**src/rtl/call_ctrl.sv**
```systemverilog
// call_ctrl: CALL/RET/RETI sequencing and interrupt entry for a CPU with an
// external return stack. Outputs are combinational from the registered state
// and the current decode. Faults are sticky until reset.
module call_ctrl #(
  parameter int              AW       = 10,
  parameter int              DEPTH    = 16,
  parameter int              NIRQ     = 4,
  parameter logic [AW-1:0]   IRQ_BASE = 10'h3F0
) (
  input  logic                   clk,
  input  logic                   reset,
  input  logic                   call_req,
  input  logic                   ret_req,
  input  logic                   reti_req,
  input  logic [AW-1:0]          pc_cur,
  input  logic [AW-1:0]          call_target,
  input  logic [AW-1:0]          stack_top,
  input  logic [NIRQ-1:0]        irq,
  input  logic                   irq_en,
  output logic                   push,
  output logic                   pop,
  output logic [AW-1:0]          push_data,
  output logic                   pc_sel,
  output logic [AW-1:0]          next_pc,
  output logic                   stall,
  output logic [NIRQ-1:0]        irq_ack,
  output logic                   in_isr,
  output logic [$clog2(DEPTH):0] depth,
  output logic                   fault,
  output logic [1:0]             fault_code
);
  localparam int DW = $clog2(DEPTH) + 1;
  localparam int IW = (NIRQ > 1) ? $clog2(NIRQ) : 1;

  typedef enum logic [1:0] {IDLE, IRQ_PUSH, IRQ_JUMP, FAULT} state_t;

  state_t          state_q, state_d;
  logic [DW-1:0]   depth_q, depth_d;
  logic            in_isr_q, in_isr_d;
  logic [1:0]      code_q, code_d;
  logic [IW-1:0]   idx_q, idx_d, pend_idx;
  logic            irq_pend;
  logic            full, empty;

  assign full  = (depth_q == DW'(DEPTH));
  assign empty = (depth_q == '0);

  // Lowest-index asserted interrupt line.
  always_comb begin
    pend_idx = '0;
    for (int i = NIRQ - 1; i >= 0; i--)
      if (irq[i]) pend_idx = IW'(i);
  end

  // A full stack simply defers the interrupt; it never faults.
  assign irq_pend = irq_en && !in_isr_q && (|irq) && !full;

  // State register and architectural state, synchronous reset.
  always_ff @(posedge clk) begin
    if (reset) begin
      state_q  <= IDLE;
      depth_q  <= '0;
      in_isr_q <= 1'b0;
      code_q   <= 2'b00;
      idx_q    <= '0;
    end else begin
      state_q  <= state_d;
      depth_q  <= depth_d;
      in_isr_q <= in_isr_d;
      code_q   <= code_d;
      idx_q    <= idx_d;
    end
  end

  // Next-state and strobe decode; everything is quiet while reset is high.
  always_comb begin
    state_d   = state_q;
    in_isr_d  = in_isr_q;
    code_d    = code_q;
    idx_d     = idx_q;
    push      = 1'b0;
    pop       = 1'b0;
    push_data = '0;
    pc_sel    = 1'b0;
    next_pc   = pc_cur + AW'(1);
    stall     = 1'b0;
    irq_ack   = '0;
    if (!reset) begin
      unique case (state_q)
        IDLE: begin
          if (irq_pend) begin
            // Current instruction is dropped; it is re-fetched after the ISR.
            stall   = 1'b1;
            idx_d   = pend_idx;
            state_d = IRQ_PUSH;
          end else if (call_req) begin
            if (full) begin
              stall   = 1'b1;
              code_d  = 2'b01;
              state_d = FAULT;
            end else begin
              push      = 1'b1;
              push_data = pc_cur + AW'(1);
              pc_sel    = 1'b1;
              next_pc   = call_target;
            end
          end else if (ret_req || reti_req) begin
            // Illegal RETI is reported ahead of underflow.
            if (!ret_req && !in_isr_q) begin
              stall   = 1'b1;
              code_d  = 2'b11;
              state_d = FAULT;
            end else if (empty) begin
              stall   = 1'b1;
              code_d  = 2'b10;
              state_d = FAULT;
            end else begin
              pop     = 1'b1;
              pc_sel  = 1'b1;
              next_pc = stack_top;
              if (!ret_req) in_isr_d = 1'b0;
            end
          end
        end
        IRQ_PUSH: begin
          push      = 1'b1;
          push_data = pc_cur;
          stall     = 1'b1;
          state_d   = IRQ_JUMP;
        end
        IRQ_JUMP: begin
          pc_sel   = 1'b1;
          next_pc  = IRQ_BASE + (AW'(idx_q) << 2);
          stall    = 1'b1;
          irq_ack  = NIRQ'(1) << idx_q;
          in_isr_d = 1'b1;
          state_d  = IDLE;
        end
        default: begin
          stall = 1'b1;
        end
      endcase
    end
  end

  // Depth tracks pushes minus pops exactly.
  always_comb begin
    depth_d = depth_q;
    if (push)     depth_d = depth_q + DW'(1);
    else if (pop) depth_d = depth_q - DW'(1);
  end

  assign in_isr     = in_isr_q;
  assign depth      = depth_q;
  assign fault      = (state_q == FAULT);
  assign fault_code = code_q;
endmodule
```
**config.mk**
```make
export PLATFORM = sky130hd
export DESIGN_NAME = call_ctrl
export DESIGN_NICKNAME = d
export VERILOG_FILES = /design/src/rtl/call_ctrl.sv
export SDC_FILE = /design/constraint.sdc
export NUM_CORES = 1
export LEC_CHECK = 0
export ABC_AREA = 1
export CORE_UTILIZATION = 47
export CTS_BUF_LIST = sky130_fd_sc_hd__clkbuf_4
export CTS_CLUSTER_SIZE = 20
export DETAILED_ROUTE_END_ITERATION = 7
export PLACE_DENSITY_LB_ADDON = 0.15
export REMOVE_ABC_BUFFERS = 1
export SKIP_CTS_REPAIR_TIMING = 1
export SYNTH_ARGS = -nofsm -noshare
export SYNTH_HDL_FRONTEND = slang
export SYNTH_SLANG_ARGS = --single-unit
```
**constraint.sdc**
```tcl
create_clock -name clk -period 4.4 [get_ports clk]
set_input_delay 0.88 -clock clk [delete_from_list [all_inputs] [get_ports clk]]
set_output_delay 0.88 -clock clk [all_outputs]
set_load 0.01 [all_outputs]
```
After elaboration in Yosys (flattened, before gate mapping)
Cells that the tools add are included.
- $add $sub $neg: 4
- eq/ne operators: 14
- shift operators: 1
- mux-type cells: 64
- bitwise logic cells: 1
- reductions and logical operators: 20
- operator list (cell ; number):
    2-to-1 mux 10 bit ; 11
    case mux 10 bit (2 select lines) ; 2
    2-to-1 mux 2 bit ; 15
    2-to-1 mux 1 bit ; 28
    != test 2 bit (second input constant) ; 6
    adder 10 x 1 -> 10 bit (second input constant) ; 1
    2-to-1 mux 5 bit ; 2
    2-to-1 mux 4 bit ; 2
    != test 4 bit (second input constant) ; 2
    AND reduction 7 bit ; 1
    adder 5 x 5 -> 6 bit (first input constant) ; 1
    case mux 1 bit (2 select lines) ; 3
    case mux 2 bit (3 select lines) ; 1
    nonzero test 2 bit ; 3
    nonzero test 3 bit ; 2
    adder 5 x 1 -> 5 bit (second input constant) ; 1
    equality test 5 bit (second input constant) ; 1
    zero test 5 bit ; 1
    != test 5 bit (second input constant) ; 1
    AND reduction 5 bit ; 1
    subtractor 5 x 1 -> 5 bit (second input constant) ; 1
    equality test 2 bit (second input constant) ; 2
    logical AND 1 bit ; 4
    AND reduction 4 bit ; 1
    other kinds (9) ; 11
- register bits: 12
- input port bits: 40

Logic depth before layout (Yosys ltp)
- word-level depth: 10
- depth in mapped cells: 15
- depth with buffers taken out: 15

Least setup slack after synthesis
No wires, ideal clock.
- kind: in2out
- start point: input port pc_cur[0]
- end point: output port next_pc[2]
- data arrival time: 1.969 ns
- required time: 3.520 ns
- slack: 1.551 ns
- stages on the path: 9
- buffers on the path: 0
- cell sequence: ha_1 nand2_1 inv_1 or2_1 inv_1 nor3_1 o21ai_1 nand3_1 a21oi_1
- word-level cells in the longest chain between the ends: 8
- ends and longest elaborated chain (item ; RTL line ; RTL):
    start: declaration ; 15 ; input logic [AW-1:0] pc_cur,
    adder 10 x 1 -> 10 bit (*) ; 85 ; next_pc = pc_cur + AW'(1);
    2-to-1 mux 10 bit ; 113 ; end else if (empty) begin
    2-to-1 mux 10 bit ; 109 ; if (!ret_req && !in_isr_q) begin
    2-to-1 mux 10 bit ; 107 ; end else if (ret_req || reti_req) begin
    2-to-1 mux 10 bit ; 96 ; end else if (call_req) begin
    2-to-1 mux 10 bit ; 91 ; if (irq_pend) begin
    case mux 10 bit (2 select lines) ; 89 ; unique case (state_q)
    2-to-1 mux 10 bit (*) ; 88 ; if (!reset) begin
    end: declaration ; 24 ; output logic [AW-1:0] next_pc,
Mark *: on every way between the ends. The rest lies on a longest branch, timed or not.

Worst setup path after layout
Ends and elaborated chain as after synthesis.

==> metrics.md <==
| Metric | Value |
|---|---|
| Outcome | finished, final reports clean |
| Final Cell Area | 2525 um2 |
| Synth Register Bits | 12 |
| Starting Density | 49.96% |
| Largest net degree at the start of global routing | 15 |
| Switch share | 50.07% |
| # IOs | 77 |
| Switching power | 570.5 uW |
| Crit path max fanout | 6 |
| Worst VDD drop | 315.3 uV |
| Gr ovfl total | 0 |
| Hold WC Path Type | reg2reg |
| RR Startpoint | state_q[0]$_SDFFE_PP0P_ |
| Wire per inst | 12.88 um |
| Final setup fails | 0 |
| N_diodes | 0 |
| Worst setup SP type | primary input |
| Placed Instance Area | 2499 um2 |
| Vias per cell | 5.379 |
| Fmax | 0.2455 GHz |
| Multi-input logic area | 1290 um2 |
| Reg-to-reg slack, setup | 1.67 ns |
| Clock power share | 6.5% |
| Register Area | 240.2 um2 |
| Post-synthesis sequential area ratio | 14.08% |
| Seq pwr share | 16.4% |
| Min-delay src | fault_code[1]$_SDFFE_PP0P_ |
| Initial DRT Pass Iterations | 4 |
| Crit Reg-Reg Endpoint | depth[4]$_SDFFE_PP0P_ |
| Pleak | 0.001085 uW |
| Worst Path Arrival | 3.19 ns |
| Die width | 62.26 um |
| DP Worst Slack | 0.3574 ns |
| Antenna violations before repair | 0 |
| Syn-to-layout area delta | 47.95% |
| # port buffers | 76 |
| Worst Hold Path Cells | 2 |
| Max_cap viols | 0 |
| Clock Path Buffers | 2 |
| Final setup TNS | 0 ns |
| Die Height | 62.26 um |
| HPWL Detailed | 4.159 mm |
| Combinational Power Share | 77.1% |
| Internal power | 568.8 uW |
| Max incr delay on CP | 0.56 ns |
| Vias in the first global route | 2006 |
| GPL Wtd Cong | 0.8824 |
| DRC violations left | 0 |
| Synthesized area | 1707 um2 |
| CTS tree | done |
| Via count | 2141 |
| First-pass GRT wire length | 8.583 mm |
| Core area | 3416 um2 |
| Syn Inst Count | 278 |
| Slew Limit Headroom | 61.01% |
| Inst Count DP | 394 |
| Util after Layout | 73.92% |
| CTS buffer count | 3 |
| Remaining antenna violation count after routing | 0 |
| Root Driver | clkbuf_4 |
| Worst-case hold path end point | fault_code[1]$_SDFFE_PP0P_ |
| Initial DRC count | 193 |
| Max-slew violation count | 0 |
| FILL cells | 292 |
| Share of cells above drive strength 1 | 9.943% |
| Hold Fails Final Rpt | 0 |
| Final worst path period share | 92.58% |
| Clk_lat worst skew | 0.29 ns |
| Clk_skew | 0.002572 ns |
| CP max stage cell | clkdlybuf4s50_1 |
| Least-Margin Pin Slew | 0.5849 ns |
| Total GRT Usage | 26.87% |
| FP Rows | 21 |
| Clock sink count | 12 |
| Crit path time final | 4.073 ns |
| Non-Filler Instances | 398 |
| Netlist cell types | 39 |
| Critical Path RT | 3.52 ns |
| Nets | 403 |
| Total Wirelength | 5.125 mm |
| RSZ-0062 raised after global routing | false |
| Worst Reg-to-Reg Cells | 12 |
| Die ar. | 3876 um2 |
| Final Worst Setup Slack | 0.3265 ns |
| CP Capture Type | output port |
| H-tree levels | 1 |
| Synth warnings | 0 |
| Pwr Density | 451.2 nW/um2 |
| Worst path cell trace | clkdlybuf4s50_1 > ha_1 > nand2_1 > inv_1 > or2_1 > inv_1 > nor3_1 > o21ai_1 > nand3_1 > a21oi_1 > clkdlybuf4s50_1 |
| Syn Area/Cell | 6.139 um2 |
| Clock transition at path regs | 0.08 ns |
| Crit Path Class | in2out |
critical path, delay by kind of cell:
family | cells | cell delay, ns
AO/OA/AOI/OAI | 2 | 0.32
AND/OR/NAND/NOR | 4 | 0.50
buffers and inverters | 4 | 1.24
adder cells (fa/ha/maj) | 1 | 0.25
placed cells by master (no fill, tap or decap), types with 2 or more instances in the layout:
master,synthesis,routed
nand4_1,2,2
nand4_4,2,2
xor2_1,4,4
nand2_1,49,49
o21ai_1,12,12
buf_4,1,3
nor3_1,6,6
nor2_1,41,41
a22oi_1,4,4
nor2_2,2,2
nand3_1,20,20
o211ai_1,4,4
clkbuf_4,0,3
nand2_2,3,3
nor2_4,4,4
o21ai_0,20,20
a21oi_1,20,20
clkdlybuf4s50_1,0,76
o22ai_1,2,2
inv_2,5,5
or2_4,2,2
dfxtp_1,12,12
ha_1,9,9
nand3_4,3,3
inv_1,29,29
or2_2,2,2
state kept, by name, indices dropped and copies added (netlist names):
signal / flops
fault_code: 2
idx_q: 2
depth: 5
state_q: 2
in_isr: 1
metal layers:
metal,vias to the layer above,routed length (um),share of wire (%),global-route usage [%]
met4,0,92,1.8,9.593
li1,1079,-,-,-
met1,944,2178,42,33.15
met3,13,471,9.2,5.699
met5,-,0,0,0
met2,105,2383,46,45.74
power groups by stage:
stage	logic, uW	registers (uW)	clock network, uW
final	878	187	74.4
after floorplan	532	191	0
after detailed placement	870	189	0
after global placement	852	188	0
after CTS	875	186	76.5
after global routing	958	193	81.4
stage by stage:
| stage | power (uW) | hold slack [ns] |
|---|---|---|
| global route | 1232 | 0.5297 |
| CTS | 1138 | 0.4913 |
| detailed placement | 1059 | 0.4749 |
| global placement | 1040 | 0.4693 |
| floorplan | 722.9 | 0.4656 |
| finish | 1139 | 0.4827 |
logic make-up after synthesis:
group / Yosys count / synth area share (%)
AO/OA/AOI/OAI: 68 / 22.88
XOR/XNOR: 4 / 2.053
adder cells (fa/ha/maj): 10 / 7.771
buffers and inverters: 43 / 10.34
flip-flops: 12 / 14.08
AND/OR/NAND/NOR: 141 / 42.89
final cells by class:
type | count | share of cell area, %
tap | 46 | 2.279
clock inverter | 1 | 0.1487
multi-input combinational | 223 | 51.09
timing repair buffer | 79 | 31.02
sequential | 12 | 9.514
clock buffer | 3 | 0.8920
inverter | 34 | 5.054
synthesized netlist by cell type, drive strengths merged:
library cell | number | share of area (%)
dfxtp | 12 | 14
nor4 | 1 | 0.73
ha | 9 | 6.6
o2111ai | 1 | 0.51
a2bb2oi | 1 | 0.51
fa | 1 | 1.2
nor2 | 47 | 12
nand4 | 4 | 3.2
inv | 34 | 7.5
nand2 | 53 | 13
nand3 | 24 | 9.5
o211ai | 4 | 1.8
buf | 5 | 2.0
a22oi | 4 | 1.8
a211oi | 1 | 0.44
clkbuf | 4 | 0.88
xor2 | 4 | 2.1
a21oi | 21 | 6.4
o21ai | 33 | 10
o21bai | 1 | 0.44
or2 | 5 | 2.1
o22ai | 2 | 0.73
nor3 | 7 | 2.3
worst max-delay path by stage:
stage	start	to	slack, ns	depth (start not counted)
floorplan	pc_cur[0]	next_pc[2]	1.55	9
global placement	pc_cur[0]	next_pc[2]	0.43	11
detailed placement	pc_cur[0]	next_pc[2]	0.36	11
CTS	pc_cur[0]	next_pc[2]	0.35	11
global route	pc_cur[0]	next_pc[2]	0.17	11
finish	pc_cur[0]	next_pc[2]	0.33	11
Note: power is estimated with default switching activity, not from simulation.
